--- src/rtl/rbm_gibbs_scheduler.sv ---
// rtl/rbm_gibbs_scheduler.sv - k-step contrastive-divergence Gibbs sequencer for one hidden and one visible layer engine
//
// Purpose: runs v0->h0->v1->h1...->vk->hk by alternately resetting and enabling the
// hidden and visible layer engines, feeding each layer's sample into the other, and
// latching the positive-phase (h0) and negative-phase (vk, hk) vectors.
//
// Ports:
//   clock, reset                  rising-edge clock, synchronous active-high reset
//   start, cd_k, visible_in       run request, step count and v0 (taken in IDLE only)
//   busy, done, error             status; done/error are one-cycle pulses
//   h0_out, vk_out, hk_out        captured result vectors
//   hid_layer_reset, vis_layer_reset, layer_rand_reset   layer controls
//   hid_data_valid, hid_input, hid_output, hid_finish    hidden layer handshake
//   vis_data_valid, vis_input, vis_output, vis_finish    visible layer handshake
module rbm_gibbs_scheduler #(
  parameter int visible_dim    = 15,
  parameter int hidden_dim     = 5,
  parameter int step_bits      = 4,
  parameter int timeout_cycles = 64
) (
  input  logic                   clock,
  input  logic                   reset,
  input  logic                   start,
  input  logic [step_bits-1:0]   cd_k,
  input  logic [visible_dim-1:0] visible_in,
  output logic                   busy,
  output logic                   done,
  output logic                   error,
  output logic [hidden_dim-1:0]  h0_out,
  output logic [visible_dim-1:0] vk_out,
  output logic [hidden_dim-1:0]  hk_out,
  output logic                   hid_layer_reset,
  output logic                   vis_layer_reset,
  output logic                   layer_rand_reset,
  output logic                   hid_data_valid,
  output logic [visible_dim-1:0] hid_input,
  input  logic [hidden_dim-1:0]  hid_output,
  input  logic                   hid_finish,
  output logic                   vis_data_valid,
  output logic [hidden_dim-1:0]  vis_input,
  input  logic [visible_dim-1:0] vis_output,
  input  logic                   vis_finish
);

  localparam int timer_bits = $clog2(timeout_cycles + 1);
  // Timer is 0 on the first RUN cycle, so this value marks the last allowed RUN cycle.
  localparam logic [timer_bits-1:0] timer_last = timer_bits'(timeout_cycles - 1);

  typedef enum logic [2:0] {IDLE, H_CLR, H_RUN, V_CLR, V_RUN, FIN, ERR} state_t;

  state_t                 state;
  logic [visible_dim-1:0] v_reg;
  logic [hidden_dim-1:0]  h_reg;
  logic [step_bits-1:0]   k_reg;
  logic [step_bits-1:0]   step_cnt;
  logic [timer_bits-1:0]  timer;

  // Both are straight register outputs, so they hold still for a whole RUN state.
  assign hid_input = v_reg;
  assign vis_input = h_reg;

  // Every control output is registered on entry to the state it belongs to, so the
  // value seen during a state is the one assigned on the transition into it.
  always_ff @(posedge clock) begin
    if (reset) begin
      state            <= IDLE;
      busy             <= 1'b0;
      done             <= 1'b0;
      error            <= 1'b0;
      hid_data_valid   <= 1'b0;
      vis_data_valid   <= 1'b0;
      layer_rand_reset <= 1'b0;
      hid_layer_reset  <= 1'b1;
      vis_layer_reset  <= 1'b1;
      h0_out           <= '0;
      vk_out           <= '0;
      hk_out           <= '0;
      v_reg            <= '0;
      h_reg            <= '0;
      k_reg            <= '0;
      step_cnt         <= '0;
      timer            <= '0;
    end else begin
      done             <= 1'b0;
      error            <= 1'b0;
      layer_rand_reset <= 1'b0;
      case (state)
        IDLE: begin
          if (start) begin
            v_reg            <= visible_in;
            vk_out           <= visible_in;  // makes cd_k=0 report vk=v0
            k_reg            <= cd_k;
            step_cnt         <= '0;
            layer_rand_reset <= 1'b1;
            busy             <= 1'b1;
            hid_layer_reset  <= 1'b1;
            hid_data_valid   <= 1'b0;
            timer            <= '0;
            state            <= H_CLR;
          end
        end
        H_CLR: begin
          hid_layer_reset <= 1'b0;
          hid_data_valid  <= 1'b1;
          timer           <= '0;
          state           <= H_RUN;
        end
        H_RUN: begin
          // A finish in the timeout cycle still counts as success.
          if (hid_finish) begin
            h_reg          <= hid_output;
            hk_out         <= hid_output;
            if (step_cnt == '0) h0_out <= hid_output;
            hid_data_valid <= 1'b0;
            if (step_cnt == k_reg) begin
              done            <= 1'b1;
              hid_layer_reset <= 1'b1;
              vis_layer_reset <= 1'b1;
              state           <= FIN;
            end else begin
              vis_layer_reset <= 1'b1;
              timer           <= '0;
              state           <= V_CLR;
            end
          end else if (timer == timer_last) begin
            done            <= 1'b1;
            error           <= 1'b1;
            hid_data_valid  <= 1'b0;
            hid_layer_reset <= 1'b1;
            vis_layer_reset <= 1'b1;
            state           <= ERR;
          end else begin
            timer <= timer + 1'b1;
          end
        end
        V_CLR: begin
          vis_layer_reset <= 1'b0;
          vis_data_valid  <= 1'b1;
          timer           <= '0;
          state           <= V_RUN;
        end
        V_RUN: begin
          if (vis_finish) begin
            v_reg           <= vis_output;
            vk_out          <= vis_output;
            step_cnt        <= step_cnt + 1'b1;
            vis_data_valid  <= 1'b0;
            hid_layer_reset <= 1'b1;
            timer           <= '0;
            state           <= H_CLR;
          end else if (timer == timer_last) begin
            done            <= 1'b1;
            error           <= 1'b1;
            vis_data_valid  <= 1'b0;
            hid_layer_reset <= 1'b1;
            vis_layer_reset <= 1'b1;
            state           <= ERR;
          end else begin
            timer <= timer + 1'b1;
          end
        end
        FIN, ERR: begin
          busy  <= 1'b0;
          state <= IDLE;
        end
        default: begin
          busy            <= 1'b0;
          hid_data_valid  <= 1'b0;
          vis_data_valid  <= 1'b0;
          hid_layer_reset <= 1'b1;
          vis_layer_reset <= 1'b1;
          state           <= IDLE;
        end
      endcase
    end
  end

endmodule
--- config.mk ---
export PLATFORM = sky130hd
export DESIGN_NAME = rbm_gibbs_scheduler
export DESIGN_NICKNAME = d
export VERILOG_FILES = /design/src/rtl/rbm_gibbs_scheduler.sv
export SDC_FILE = /design/constraint.sdc
export NUM_CORES = 1
export LEC_CHECK = 0
export CORE_ASPECT_RATIO = 1.25
export CORE_UTILIZATION = 47
export CTS_CLUSTER_DIAMETER = 40
export DETAILED_ROUTE_END_ITERATION = 6
export PLACE_DENSITY_LB_ADDON = 0.25
export SLEW_MARGIN = 20
export SYNTH_ARGS = -nofsm -noshare
export SYNTH_HDL_FRONTEND = slang
export SYNTH_SLANG_ARGS = --single-unit
export TNS_END_PERCENT = 10
--- constraint.sdc ---
create_clock -name clock -period 2.6 [get_ports clock]
set_input_delay 0.52 -clock clock [delete_from_list [all_inputs] [get_ports clock]]
set_output_delay 0.52 -clock clock [all_outputs]
set_load 0.03 [all_outputs]
# --- Yosys cells after proc, flatten, opt, wreduce, memory -nomap -nowiden ---
# Index checks and enable logic that the tools add are counted.
op_classes:
  n_addsub: 2
  n_eq_ne: 15
  n_mux: 43
  bitwise_logic: 6
  reduce_logical: 21
op_table:
  columns: ["op", "count"]
  rows:
  - ["$mux W7", 5]
  - ["$mux W15", 2]
  - ["$pmux W15 S2", 1]
  - ["$pmux W7 S4", 1]
  - ["$mux W1", 18]
  - ["$mux W3", 5]
  - ["$pmux W3 S5", 1]
  - ["$reduce_and A3 Y1", 5]
  - ["$ne A3 B3 Y1 const B", 4]
  - ["$reduce_or A4 Y1", 3]
  - ["$reduce_and A2 Y1", 5]
  - ["$eq A3 B3 Y1 const B", 3]
  - ["$mux W4", 2]
  - ["$pmux W1 S4", 2]
  - ["$pmux W4 S2", 1]
  - ["$add A7 B1 Y7 const B", 1]
  - ["$eq A7 B6 Y1 const B", 1]
  - ["$eq A3 B2 Y1 const B", 2]
  - ["$ne A2 B2 Y1 const B", 3]
  - ["$not A1 Y1", 6]
  - ["$pmux W1 S2", 3]
  - ["$pmux W1 S5", 1]
  - ["$reduce_or A5 Y1", 1]
  - ["$add A4 B1 Y4 const B", 1]
  - ["9 further kinds", 10]
word_totals:
  regBits: 51
  inputBits: 44
  wordCells: 102

# --- Longest topological paths before layout ---
logic_depth:
  ltp_word: 4
  ltp_mapped: 7

# --- Least setup slack after synthesis ---
# OpenSTA, ideal clock, no wires.
synth_path:
  path_kind: "input-to-reg"
  startpoint: "in hid_finish"
  endpoint: "reg timer[6]"
  setup_ns: 0.066
  arrival_time_ns: 1.618
  slack_ns: 0.916
  stages: 5
  cell_sequence: "or3b_4 a21oi_4 inv_2 or3_1 a21oi_2"
synth_between:
  elab_chain_len: 2
synth_rtl:
  columns: ["item", "line", "source"]
  rows:
  - ["start: declaration", "38", "input logic hid_finish,"]
  - ["$mux W7 or $ne A3 B3 Y1 (tied branches)", null, null]
  - ["$pmux W7 S4 or $reduce_and A3 Y1 (tied branches)", null, null]
  - ["end signal: assignment", "133", "timer <= timer + 1'b1;"]
  - ["end signal: assignment", "159", "timer <= timer + 1'b1;"]
  - ["end: declaration", "56", "logic [timer_bits-1:0] timer;"]
# Several ways; a longest one is shown, not always the timed one.
# A chain may end at the register's enable or synchronous reset.

# --- Worst setup path after layout ---
layout_path:
  startpoint: "reg state[1]"
  endpoint: "reg h0_out[2]"
layout_between:
  elab_chain_len: 2
layout_rtl:
  columns: ["item", "line", "source"]
  rows:
  - ["start: declaration", "51", "state_t state;"]
  - ["start signal: assignment", "66", "state <= IDLE;"]
  - ["start signal: assignment", "99", "state <= H_CLR;"]
  - ["start signal: assignment", "106", "state <= H_RUN;"]
  - ["$eq A3 B2 Y1", "87", "case (state)"]
  - ["$reduce_and A3 Y1 (no line)", null, null]
  - ["end signal: assignment", "113", "if (step_cnt == '0) h0_out <= hid_output;"]
  - ["end: declaration", "29", "output logic [hidden_dim-1:0] h0_out,"]
# Every way passes these cells.

==> impl_metrics.yaml <==
status:
  outcome: "completed"
sta:
  setup_viol: 0
  worst-slew-pin-transition_ns: 0.852
  finalCriticalPeriod_ns: 2.12
  rsz0062_at_grt: "no"
  fmax_mhz: 473
  hold_viol: 0
  fin_crit_sh_pct: 81.4
  fin_skew_ns: 0.0100
  tns_ns: 0
  maxSlewHeadroom_pct: 43.2
  slew_viol_final: 0
yosys:
  netlist_area_sq_um: 2540
  dominantRegCellSynth: "dfxtp_1"
  synthesis.nets: 330
  synth_area_per_cell_sq_um: 8.98
  synth_cells: 283
  seq_area_frac_synth_pct: 40.2
  ys_async_sr_fraction_pct: 0
  ys.warnings.count: 0
  synth_seq_cells: 51
  synth_cell_types: 46
  synth_edf_count: 0
worst_hold_path:
  hold_path_depth: 2
  holdPathEnd: "vis_input[0]$_SDFFE_PP0P_"
  hp-start: "vis_input[0]$_SDFFE_PP0P_"
  hp-class: "register to register"
route:
  vias: 2246
  drt-total-wl_um: 5480
  routed_via_density: 5.36
  drc: 0
  firstDrtPassIters: 4
  ant_nets: 0
  drt_iter0_drc: 115
  routedWlPerCell_um: 13.1
clocking:
  cts_tree: "done"
  hold_buffers: 0
  cts_resized: 0
  cts-root-buf: "clkbuf_8"
  post-cts-setup-buffer-count: 0
  clkLatencyLatePin_ns: 0.30
  path_clk_slew_ns: 0.09
  cts_inserted_buffers: 5
  clkSinkCount: 51
  clk_path_buf_depth: 2
  htree_levels: 2
setup_path:
  rrSetupSlack_ns: 0.48
  worstPathRequired_ns: 2.77
  r2r_start: "state[1]$_SDFFE_PP0P_"
  worst_setup_path_start_kind: "register"
  crit_type: "register to register"
  rr_worst_depth: 6
  critPathArrivalTime_ns: 2.28
  r2r-end: "h0_out[2]$_SDFFE_PP0P_"
  end_kind: "register"
  crit_fanout: 17
die:
  dieArea_sq_um: 5710
  core_sq_um: 5150
  fp.dieW_um: 67.8
  initial_core_util_pct: 49.3
  ios: 97
  num_rows: 29
  die_h_um: 84.2
grt:
  grt_max_degree: 48
  antenna_found_initial: 0
  grt_overflow: 0
  grt_pass1_vias: 2086
  grt_pass1_wl_um: 8940
  gr-usage-all-layers_pct: 20.2
placement:
  dpl.hpwl_um: 3980
  place_congestion: 0.843
  place_area_sq_um: 3380
  io_buffer_count: 96
layout:
  final_common_cell: "clkdlybuf4s50_1"
  layout_common_cells: "clkdlybuf4s50_1, dfxtp_1, nor2_1, mux2i_1, nand2_1"
  final_design_area_no_fill_sq_um: 3480
  syn_to_final_growth_pct: 36.8
  largest_reg_flops: 15
  drive_gt1_share_pct: 7.84
  num_antenna_cells: 0
  nNetsFinal: 403
  final_core_util_pct: 67.5
run:
  maxCapViolCount: 0
power_and_ir_drop:
  ir_drop_v: 0.000293
  total_power_mw: 1.78
  leakage_nw: 1.25
  p_per_area_nw_per_um2: 512
## stage by stage
step	instances	setup WS, ns	hold WS, ns
detailed placement	411	0.317	0.461
CTS	419	0.486	0.478
finish	419	0.484	0.471
global route	419	0.285	0.505
floorplan	283	0.916	0.449
global placement	411	0.427	0.449
## worst max-delay path by stage
| stage | from | endpoint | slack [ns] |
|---|---|---|---|
| final | state[1]$_SDFFE_PP0P_ | h0_out[2]$_SDFFE_PP0P_ | 0.48 |
| after global routing | state[1]$_SDFFE_PP0P_ | h0_out[0]$_SDFFE_PP0P_ | 0.29 |
| after CTS | state[1]$_SDFFE_PP0P_ | h0_out[2]$_SDFFE_PP0P_ | 0.49 |
| after detailed placement | hid_finish | h0_out[2]$_SDFFE_PP0P_ | 0.32 |
| after global placement | start | timer[5]$_SDFFE_PP0P_ | 0.43 |
| after floorplan | hid_finish | timer[6]$_SDFFE_PP0P_ | 0.92 |
## power by group
part	total (mW)	internal, mW	switching (mW)
Combinational	0.449	0.210	0.239
Sequential	0.853	0.820	0.0327
Clock	0.477	0.217	0.259
Total	1.78	1.25	0.531
## critical path: stages, from the launching register on
cell	delay, ns
dfxtp_1	0.73
inv_2	0.15
nor3_1	0.28
buf_4	0.23
nand3_1	0.28
mux2i_1	0.26
nor2_1	0.06
## logic make-up after synthesis
kind of cell / after synthesis / synth area share [%]
compound gates: 61 / 16.7
xor+xnor: 6 / 2.07
fa+ha+maj: 4 / 1.87
buf+inv: 41 / 10.5
flops: 51 / 40.2
mux: 24 / 9.45
simple gates: 96 / 19.3
## routing by layer
layer | up-vias | routed length, um | track usage, %
li1 | 1128 | - | -
met1 | 1021 | 2340 | 23.2
met2 | 86 | 2680 | 35.2
met3 | 11 | 358 | 4.48
met4 | 0 | 97 | 7.93
met5 | - | 0 | 0
## layout make-up
type | count | area (sq um)
Inverter | 5 | 18.8
Timing Repair Buffer | 102 | 1000
Clock buffer | 6 | 82.6
Multi-Input combinational cell | 191 | 1260
Clock inverter | 2 | 16.3
Tap cell | 62 | 77.6
Sequential cell | 51 | 1020
Fill cell | 423 | 1680
## synth_stat cells, types with 7 or more instances
master,n,share of area (%)
nand2_1,21,3.1
mux2i_1,24,9.5
nand3_1,9,1.8
nor3_1,8,1.6
a211oi_1,16,4.7
buf_4,23,6.8
a21oi_1,16,3.2
clkbuf_1,7,1.0
o21ai_0,8,1.6
nor2_1,34,5.0
dfxtp_1,51,40
Power figures use the tool's default switching activity.
